## src/rtl/spi_cmd_handler.sv

```systemverilog
// SPI master command engine: one exec request becomes one chip-select-framed
// 2*PACKAGE_SIZE bit register access (R/W flag, address, data), MSB first.
module spi_cmd_handler #(
   parameter int PACKAGE_SIZE = 8
) (
   input  logic                    clk,
   input  logic                    rstb,
   input  logic [PACKAGE_SIZE-1:0] cmd,
   input  logic [PACKAGE_SIZE-1:0] data_in,
   input  logic [PACKAGE_SIZE-2:0] addr_in,
   input  logic                    exec,
   output logic                    busy,
   output logic [PACKAGE_SIZE-1:0] data_out,
   input  logic                    sdi,
   output logic                    csb,
   output logic                    sdo
);

   localparam int FRAME_LEN = 2 * PACKAGE_SIZE;
   localparam int CNT_W     = $clog2(FRAME_LEN) + 1;

   localparam logic [PACKAGE_SIZE-1:0] CMD_WRITE    = PACKAGE_SIZE'(1);
   localparam logic [PACKAGE_SIZE-1:0] CMD_READ     = PACKAGE_SIZE'(2);
   localparam logic [CNT_W-1:0]        LAST_BIT     = CNT_W'(FRAME_LEN - 1);
   localparam logic [CNT_W-1:0]        FIRST_SAMPLE = CNT_W'(PACKAGE_SIZE - 1);
   localparam logic [CNT_W-1:0]        LAST_SAMPLE  = CNT_W'(FRAME_LEN - 2);

   typedef enum logic {IDLE, XFER} state_t;

   state_t                  r_state, w_nextState;
   logic [CNT_W-1:0]        r_cnt, w_cntNext;
   logic [FRAME_LEN-1:0]    r_shift, w_shiftNext;
   logic                    r_isRead, w_isReadNext;
   logic                    r_csb, w_csbNext;
   logic                    r_busy, w_busyNext;
   logic                    r_sdo, w_sdoNext;
   logic [PACKAGE_SIZE-1:0] r_dataOut, w_dataOutNext;
   logic [PACKAGE_SIZE-1:0] w_dataField;
   logic                    w_cmdValid, w_isReadCmd, w_start;

   assign w_cmdValid  = (cmd == CMD_WRITE) || (cmd == CMD_READ);
   assign w_isReadCmd = (cmd == CMD_READ);
   assign w_start     = (r_state == IDLE) && exec && w_cmdValid;
   // Reads clock out zeros during the data phase
   assign w_dataField = w_isReadCmd ? '0 : data_in;

   always_ff @(posedge clk) begin
      if (rstb) r_state <= IDLE;
      else      r_state <= w_nextState;
   end

   always_comb begin
      w_nextState = r_state;
      case (r_state)
         IDLE:    if (w_start) w_nextState = XFER;
         XFER:    if (r_cnt == LAST_BIT) w_nextState = IDLE;
         default: w_nextState = IDLE;
      endcase
   end

   // Bit 0 goes out on the start edge; the shift register holds bits 1..N-1
   always_comb begin
      w_cntNext     = r_cnt;
      w_shiftNext   = r_shift;
      w_isReadNext  = r_isRead;
      w_csbNext     = r_csb;
      w_busyNext    = r_busy;
      w_sdoNext     = r_sdo;
      w_dataOutNext = r_dataOut;
      case (r_state)
         IDLE: begin
            if (w_start) begin
               w_isReadNext = w_isReadCmd;
               w_sdoNext    = w_isReadCmd;
               w_shiftNext  = {addr_in, w_dataField, 1'b0};
               w_cntNext    = '0;
               w_csbNext    = 1'b0;
               w_busyNext   = 1'b1;
            end
         end
         XFER: begin
            if (r_cnt == LAST_BIT) begin
               w_csbNext  = 1'b1;
               w_busyNext = 1'b0;
               w_sdoNext  = 1'b0;
               w_cntNext  = '0;
            end else begin
               w_sdoNext   = r_shift[FRAME_LEN-1];
               w_shiftNext = {r_shift[FRAME_LEN-2:0], 1'b0};
               w_cntNext   = r_cnt + CNT_W'(1);
            end
            if (r_isRead && (r_cnt >= FIRST_SAMPLE) && (r_cnt <= LAST_SAMPLE))
               w_dataOutNext = {r_dataOut[PACKAGE_SIZE-2:0], sdi};
         end
         default: begin
            w_csbNext  = 1'b1;
            w_busyNext = 1'b0;
            w_sdoNext  = 1'b0;
         end
      endcase
   end

   always_ff @(posedge clk) begin
      if (rstb) begin
         r_cnt     <= '0;
         r_shift   <= '0;
         r_isRead  <= 1'b0;
         r_csb     <= 1'b1;
         r_busy    <= 1'b0;
         r_sdo     <= 1'b0;
         r_dataOut <= '0;
      end else begin
         r_cnt     <= w_cntNext;
         r_shift   <= w_shiftNext;
         r_isRead  <= w_isReadNext;
         r_csb     <= w_csbNext;
         r_busy    <= w_busyNext;
         r_sdo     <= w_sdoNext;
         r_dataOut <= w_dataOutNext;
      end
   end

   assign csb      = r_csb;
   assign busy     = r_busy;
   assign sdo      = r_sdo;
   assign data_out = r_dataOut;

endmodule

```

## config.mk

```make
export PLATFORM = sky130hd
export DESIGN_NAME = spi_cmd_handler
export DESIGN_NICKNAME = d
export VERILOG_FILES = /design/src/rtl/spi_cmd_handler.sv
export SDC_FILE = /design/constraint.sdc
export NUM_CORES = 1
export LEC_CHECK = 0
export CORE_MARGIN = 2
export CORE_UTILIZATION = 47
export CTS_CLUSTER_SIZE = 20
export DETAILED_ROUTE_END_ITERATION = 7
export MAX_ROUTING_LAYER = met4
export PLACE_DENSITY = 0.75
export REMOVE_ABC_BUFFERS = 1
export SLEW_MARGIN = 20
export SYNTH_ARGS = -nofsm -noshare
export SYNTH_HDL_FRONTEND = slang
export SYNTH_SLANG_ARGS = --single-unit
```

## constraint.sdc

```tcl
create_clock -name clk -period 3.8 [get_ports clk]
set_input_delay 0.95 -clock clk [delete_from_list [all_inputs] [get_ports clk]]
set_output_delay 0.95 -clock clk [all_outputs]
set_load 0.02 [all_outputs]
```

==> results of run 1 <==
## critical path, cell delays in order
cell             delay [ps]
clkdlybuf4s50_1         410
nor4_1                  500
a32o_1                  560
buf_4                   280
nor2_1                   60
a211oi_1                230
## cell usage in the layout (no fill, tap or decap)
cell	n
a2111oi_4	1
a211o_1	1
a211oi_1	14
a21oi_1	7
a21oi_2	1
a221oi_1	1
a22oi_1	7
a311oi_1	2
a32o_1	1
a41oi_1	1
and3_1	1
and4b_1	1
and4b_4	1
buf_4	4
clkbuf_1	1
clkbuf_4	5
clkdlybuf4s50_1	37
clkinv_2	2
dfxtp_1	33
ha_1	2
inv_1	1
mux2i_1	15
nand2_1	4
nand2b_1	3
nand3_1	5
nand3b_1	2
nand4_1	1
nand4b_1	1
nor2_1	23
nor4_1	1
nor4b_1	1
nor4b_2	1
o21a_1	1
o21ai_0	1
o31ai_1	1
or3_1	1
xor2_1	1
## where the power goes
group	switching, mW	internal [mW]
sequential	0.00101	0.347
combinational	0.0170	0.0316
clock	0.122	0.0704
total	0.140	0.450
## cell type report
cell class / count / area (um^2) / share of cell area [%]
inverter: 1 / 3.75 / 0.199
timing repair buffer: 41 / 400 / 21.2
clock buffer: 6 / 41.3 / 2.19
multi-input combinational: 103 / 728 / 38.6
clock inverter: 2 / 10.0 / 0.531
tap: 33 / 41.3 / 2.19
sequential: 33 / 661 / 35.0
## flip-flops by register name, indices dropped and copies added, names as in the netlist
| signal | flops |
|---|---|
| r_shift | 15 |
| busy | 1 |
| r_isRead | 1 |
| csb | 1 |
| r_state | 1 |
| data_out | 8 |
| sdo | 1 |
| r_cnt | 5 |
## layer usage
metal | up-vias | wire length [um] | track usage [%] | share of wire, %
li1 | 622 | - | - | -
met1 | 558 | 1280 | 21.7 | 43
met2 | 37 | 1480 | 32.0 | 50
met3 | 5 | 182 | 6.55 | 6.1
met4 | 0 | 40 | 5.71 | 1.3
met5 | - | 0 | - | 0
## cells by family (layout without fill, tap and decap cells)
group	count (synthesis)	in the layout	synth area share (%)
DFF	33	33	45.5
adders and majority gates	2	2	1.72
xor gates and xnor gates	1	1	0.604
muxes	15	15	10.3
AOI/OAI and AO/OA	39	39	20.9
and+or+nand+nor	46	46	16.6
buffers and inverters	12	50	4.31
## worst min-delay path by stage
stage,start,depth (start not counted),slack (ps),endpoint
floorplan,r_isRead,2,430,r_isRead
global placement,csb,1,450,csb
detailed placement,r_isRead,2,450,r_isRead
CTS,r_isRead,2,470,r_isRead
global route,r_isRead,2,500,r_isRead
finish,r_isRead,2,470,r_isRead
==> run_results.csv, run 1 <==
group,metric,value,unit
run_status,status,"completed",
placed_design,dpl.cell_count,211,
sta,maxSlewViolCount,0,
final_layout,stdcell_area,0.00189,mm^2
cts,clkSinkCount,33,
power_and_ir_drop,p_leak,0.616,nW
synthesis,yosysUniqueCellTypes,37,
synthesis,yosysTopAreaCell,"dfxtp_1",
sta,final_hold_viol_count,0,
routing,via_per_inst,5.58,
synthesis,synthFlopType,"dfxtp_1",
cts,root_buffer,"clkbuf_4",
synthesis,synth_edf_count,0,
critical_path,cp_max_fo,15,
cts,numCtsBuffers,5,
synthesis,synthesis.area,0.00145,mm^2
critical_path,cp.required,4040,ps
final_layout,final_cells,219,
floorplan,die-area,0.00355,mm^2
final_layout,finish.utilization,62.8,%
synthesis,syn_area_per_cell,9.81,um^2
cts,clkTransAtPathRegs,120,ps
power_and_ir_drop,p_per_area,313,mW/mm^2
grt,grt_max_degree,27,
routing,drtAntennaViolNets,0,
routing,post_drt_wl_per_cell,13.6,um
sta,fin_crit,2750,ps
critical_path,r2r_slack,1780,ps
synthesis,yosysWarnings,0,
hold_path,hold_path.class,"flop to flop",
cts,hold_buffers,0,
placed_design,dp_slack,699,ps
critical_path,rr_startpoint,"r_cnt[0]",
sta,finalCritPeriodShare,72.4,%
grt,antenna_found_initial,0,
cts,clk_latency,350,ps
sta,worst_pin_slew,757,ps
critical_path,arrival,2990,ps
grt,grt-ovfl-total,0,
sta,final.setup_skew,20.2,ps
routing,first_iter_violations,88,
grt,grt_usage,19.2,%
cts,cts_setup_buffers,0,
sta,relSlewSlack,49.5,%
placed_design,hpwlAfterDp,2.24,mm
sta,rsz0062_at_grt,"no",
synthesis,yosysMostFrequentCell,"dfxtp_1",
grt,grt_pass1_wl,4.91,mm
floorplan,io_pins,38,
critical_path,crit_start,"cmd[5]",
floorplan,start_util,48.3,%
synthesis,synth-seq-cells,33,
placed_design,postPlaceCellArea,0.00183,mm^2
grt,grt_pass1_vias,1117,
routing,drc,0,
flow_run,cap_violations,0,
power_and_ir_drop,vdd_drop_max,0.179,mV
placed_design,io_buffers,37,
final_layout,drive_gt1_share,8.06,%
floorplan,rows,20,
final_layout,finish.net_count,214,
critical_path,criticalPathCategory,"input pin to flop",
floorplan,die_h,59.6,um
synthesis,synth_area_leaders,"dfxtp_1 (46%), mux2i_1 (10%), a211oi_1 (7.2%)",
synthesis,netlist_top_cells_count,"dfxtp_1 (33), nor2_1 (23), mux2i_1 (15), a211oi_1 (14)",
synthesis,yosys.area.top_type_share,45.5,%
sta,clock.fmax,364,MHz
floorplan,die_x,59.6,um
sta,setup_viol,0,
final_layout,fillers,268,
power_and_ir_drop,power,590,uW
sta,setup_tns,0,ps
synthesis,postSynth.asyncResetShare,0,%
critical_path,worstRegToRegCells,5,
synthesis,postSynthCellCount,148,
critical_path,r2r-end,"data_out[3]",
cts,cts_tree,"built",
critical_path,crit_path_end_kind,"flop",
sta,holdWs,466,ps
critical_path,cp-start-kind,"input pin",
routing,vias,1222,
synthesis,seq_area_frac_synth,45.5,%
cts,post_cts_resized,0,
sta,fin_ws,1050,ps
final_layout,area_growth,29.9,%
floorplan,core-area,0.00300,mm^2
critical_path,cp-endpoint,"r_shift[15]",
routing,dr.pass1.iters,4,
routing,wirelength,2.98,mm
final_layout,num_antenna_cells,0,
cts,clockBufferDepth,2,
cts,htree_levels,2,
placed_design,gp_congestion,0.758,
Power figures use the tool's default switching activity.
==> run 2: changes to the inputs <==
Clock period 3.8 ns to 2.6 ns, I/O delays scaled along.
==> run_results.csv, run 2 (synthesis gave the netlist of run 1 again) <==
group,metric,value,unit
cts,cts_setup_buffers,0,
cts,post_cts_resized,0,
cts,root_buffer,"clkbuf_4",
critical_path,cp_max_fo,8,
floorplan,die_x,59.6,um
sta,finalCritPeriodShare,79.6,%
cts,hold_buffers,0,
cts,clkSinkCount,33,
final_layout,largest_reg_flops,15,
power_and_ir_drop,p_clk_share,31.9,%
routing,vias,1250,
grt,grt_pass1_wl,5.11,mm
sta,rsz0062_at_grt,"no",
hold_path,holdPathStages,2,
sta,maxSlewViolCount,0,
critical_path,slowest_stage,"nor4_1",
sta,final.setup_skew,4.33,ps
floorplan,io_pins,38,
routing,drc,0,
placed_design,postPlaceCellArea,0.00185,mm^2
hold_path,worstHoldStart,"r_isRead",
placed_design,gp_congestion,0.813,
critical_path,cp.required,2810,ps
sta,setup_viol,0,
floorplan,rows,20,
floorplan,core-area,0.00300,mm^2
critical_path,criticalPathCategory,"input pin to flop",
final_layout,final_cells,219,
critical_path,rr_startpoint,"r_cnt[1]",
critical_path,cp-start-kind,"input pin",
critical_path,arrival,2280,ps
routing,dr.pass1.iters,4,
routing,wirelength,3.04,mm
grt,antenna_found_initial,0,
power_and_ir_drop,combPwrFrac,8.4,%
critical_path,r2r_slack,570,ps
cts,clkTransAtPathRegs,90,ps
floorplan,die-area,0.00355,mm^2
routing,drtAntennaViolNets,0,
final_layout,stdcell_area,0.00190,mm^2
cts,htree_levels,2,
critical_path,worstRegToRegCells,5,
critical_path,crit_path_end_kind,"flop",
power_and_ir_drop,swShare,22.4,%
final_layout,max_flop_register,"r_shift",
floorplan,start_util,48.3,%
sta,worst_pin_slew,770,ps
grt,grt_pass1_vias,1209,
final_layout,finish.net_count,214,
sta,relSlewSlack,48.6,%
final_layout,area_growth,30.6,%
grt,grt-ovfl-total,0,
critical_path,cp.buffers_inverters,1,
grt,grt_usage,19.8,%
final_layout,layout_common_cells,"clkdlybuf4s50_1 (37), dfxtp_1 (33), nor2_1 (23)",
placed_design,hpwlAfterDp,2.25,mm
cts,clockBufferDepth,2,
flow_run,cap_violations,0,
sta,fin_crit,2070,ps
sta,clock.fmax,483,MHz
critical_path,r2r-end,"data_out[2]",
power_and_ir_drop,vdd_drop_max,0.291,mV
final_layout,drive_gt1_share,6.99,%
placed_design,io_buffers,37,
power_and_ir_drop,netSwitchingPower,191,uW
critical_path,critPathTopFamily,"simple AND/OR/NAND/NOR gates",
cts,numCtsBuffers,5,
cts,clk_latency,340,ps
power_and_ir_drop,p_seq_share,59.7,%
routing,first_iter_violations,61,
sta,setup_tns,0,ps
routing,via_per_inst,5.71,
cts,cts_tree,"built",
grt,grt_max_degree,29,
floorplan,die_h,59.6,um
final_layout,layout_commonest_cell,"clkdlybuf4s50_1",
hold_path,min_to,"r_isRead",
run_status,status,"completed",
power_and_ir_drop,p_per_area,450,mW/mm^2
power_and_ir_drop,power,853,uW
power_and_ir_drop,p_leak,0.614,nW
routing,post_drt_wl_per_cell,13.9,um
critical_path,slowest_delay,490,ps
final_layout,finish.utilization,63.1,%
placed_design,dpl.cell_count,211,
power_and_ir_drop,p_int,662,uW
critical_path,cp_cell_sequence,"clkdlybuf4s50_1 > nor4_1 > nand3_1 > nand2b_1 > a311oi_1",
final_layout,num_antenna_cells,0,
sta,final_hold_viol_count,0,
hold_path,hold_path.class,"flop to flop",
-- run 2: cell count changes in the layout (fill, tap and decap cells not counted) --
cell	before	now
buf_4	4	3
buf_12	0	1
clkbuf_1	1	3
clkinv_2	2	0
-- run 2: worst max-delay path by stage --
| stage | start | endpoint | cells after the start |
|---|---|---|---|
| after floorplan | cmd[5] | r_shift[2] | 4 |
| after global placement | cmd[5] | sdo | 5 |
| after detailed placement | cmd[5] | r_cnt[2] | 5 |
| after CTS | cmd[5] | r_cnt[2] | 5 |
| after global routing | cmd[5] | sdo | 5 |
| final | cmd[5] | r_cnt[2] | 5 |
-- run 2: area by class of cell --
cell class / instances / area (um^2)
Clock buffer: 8 / 48.8
Tap cell: 33 / 41.3
Inverter: 1 / 3.75
Timing Repair Buffer: 41 / 413
Sequential cell: 33 / 661
Fill cell: 265 / 1110
Multi-Input combinational cell: 103 / 728
-- run 2: worst min-delay path, cell delays in order (launching register included) --
cell     delay (ps)
dfxtp_1         330
nand2_1          50
a21oi_1          60
-- run 2: layer usage --
metal | vias to the layer above | global-route usage (%) | share of wire, %
li1 | 631 | - | -
met1 | 570 | 21.0 | 43
met2 | 43 | 33.4 | 50
met3 | 6 | 6.55 | 6.0
met4 | 0 | 8.89 | 1.5
met5 | - | - | 0
-- run 2: metrics by stage --
stage                     hold slack, ps  setup WS (ps)
after floorplan                      430            467
after global placement               450            257
after detailed placement             454            148
after CTS                            476            527
after global routing                 503            340
final                                477            529
-- run 2: power by group through the flow --
stage | clock, mW | sequential (mW) | combinational [mW]
after floorplan | 0 | 0.521 | 0.0164
after global placement | 0 | 0.521 | 0.0702
after detailed placement | 0 | 0.521 | 0.0717
after CTS | 0.283 | 0.509 | 0.0720
after global routing | 0.304 | 0.510 | 0.0784
final | 0.272 | 0.509 | 0.0716
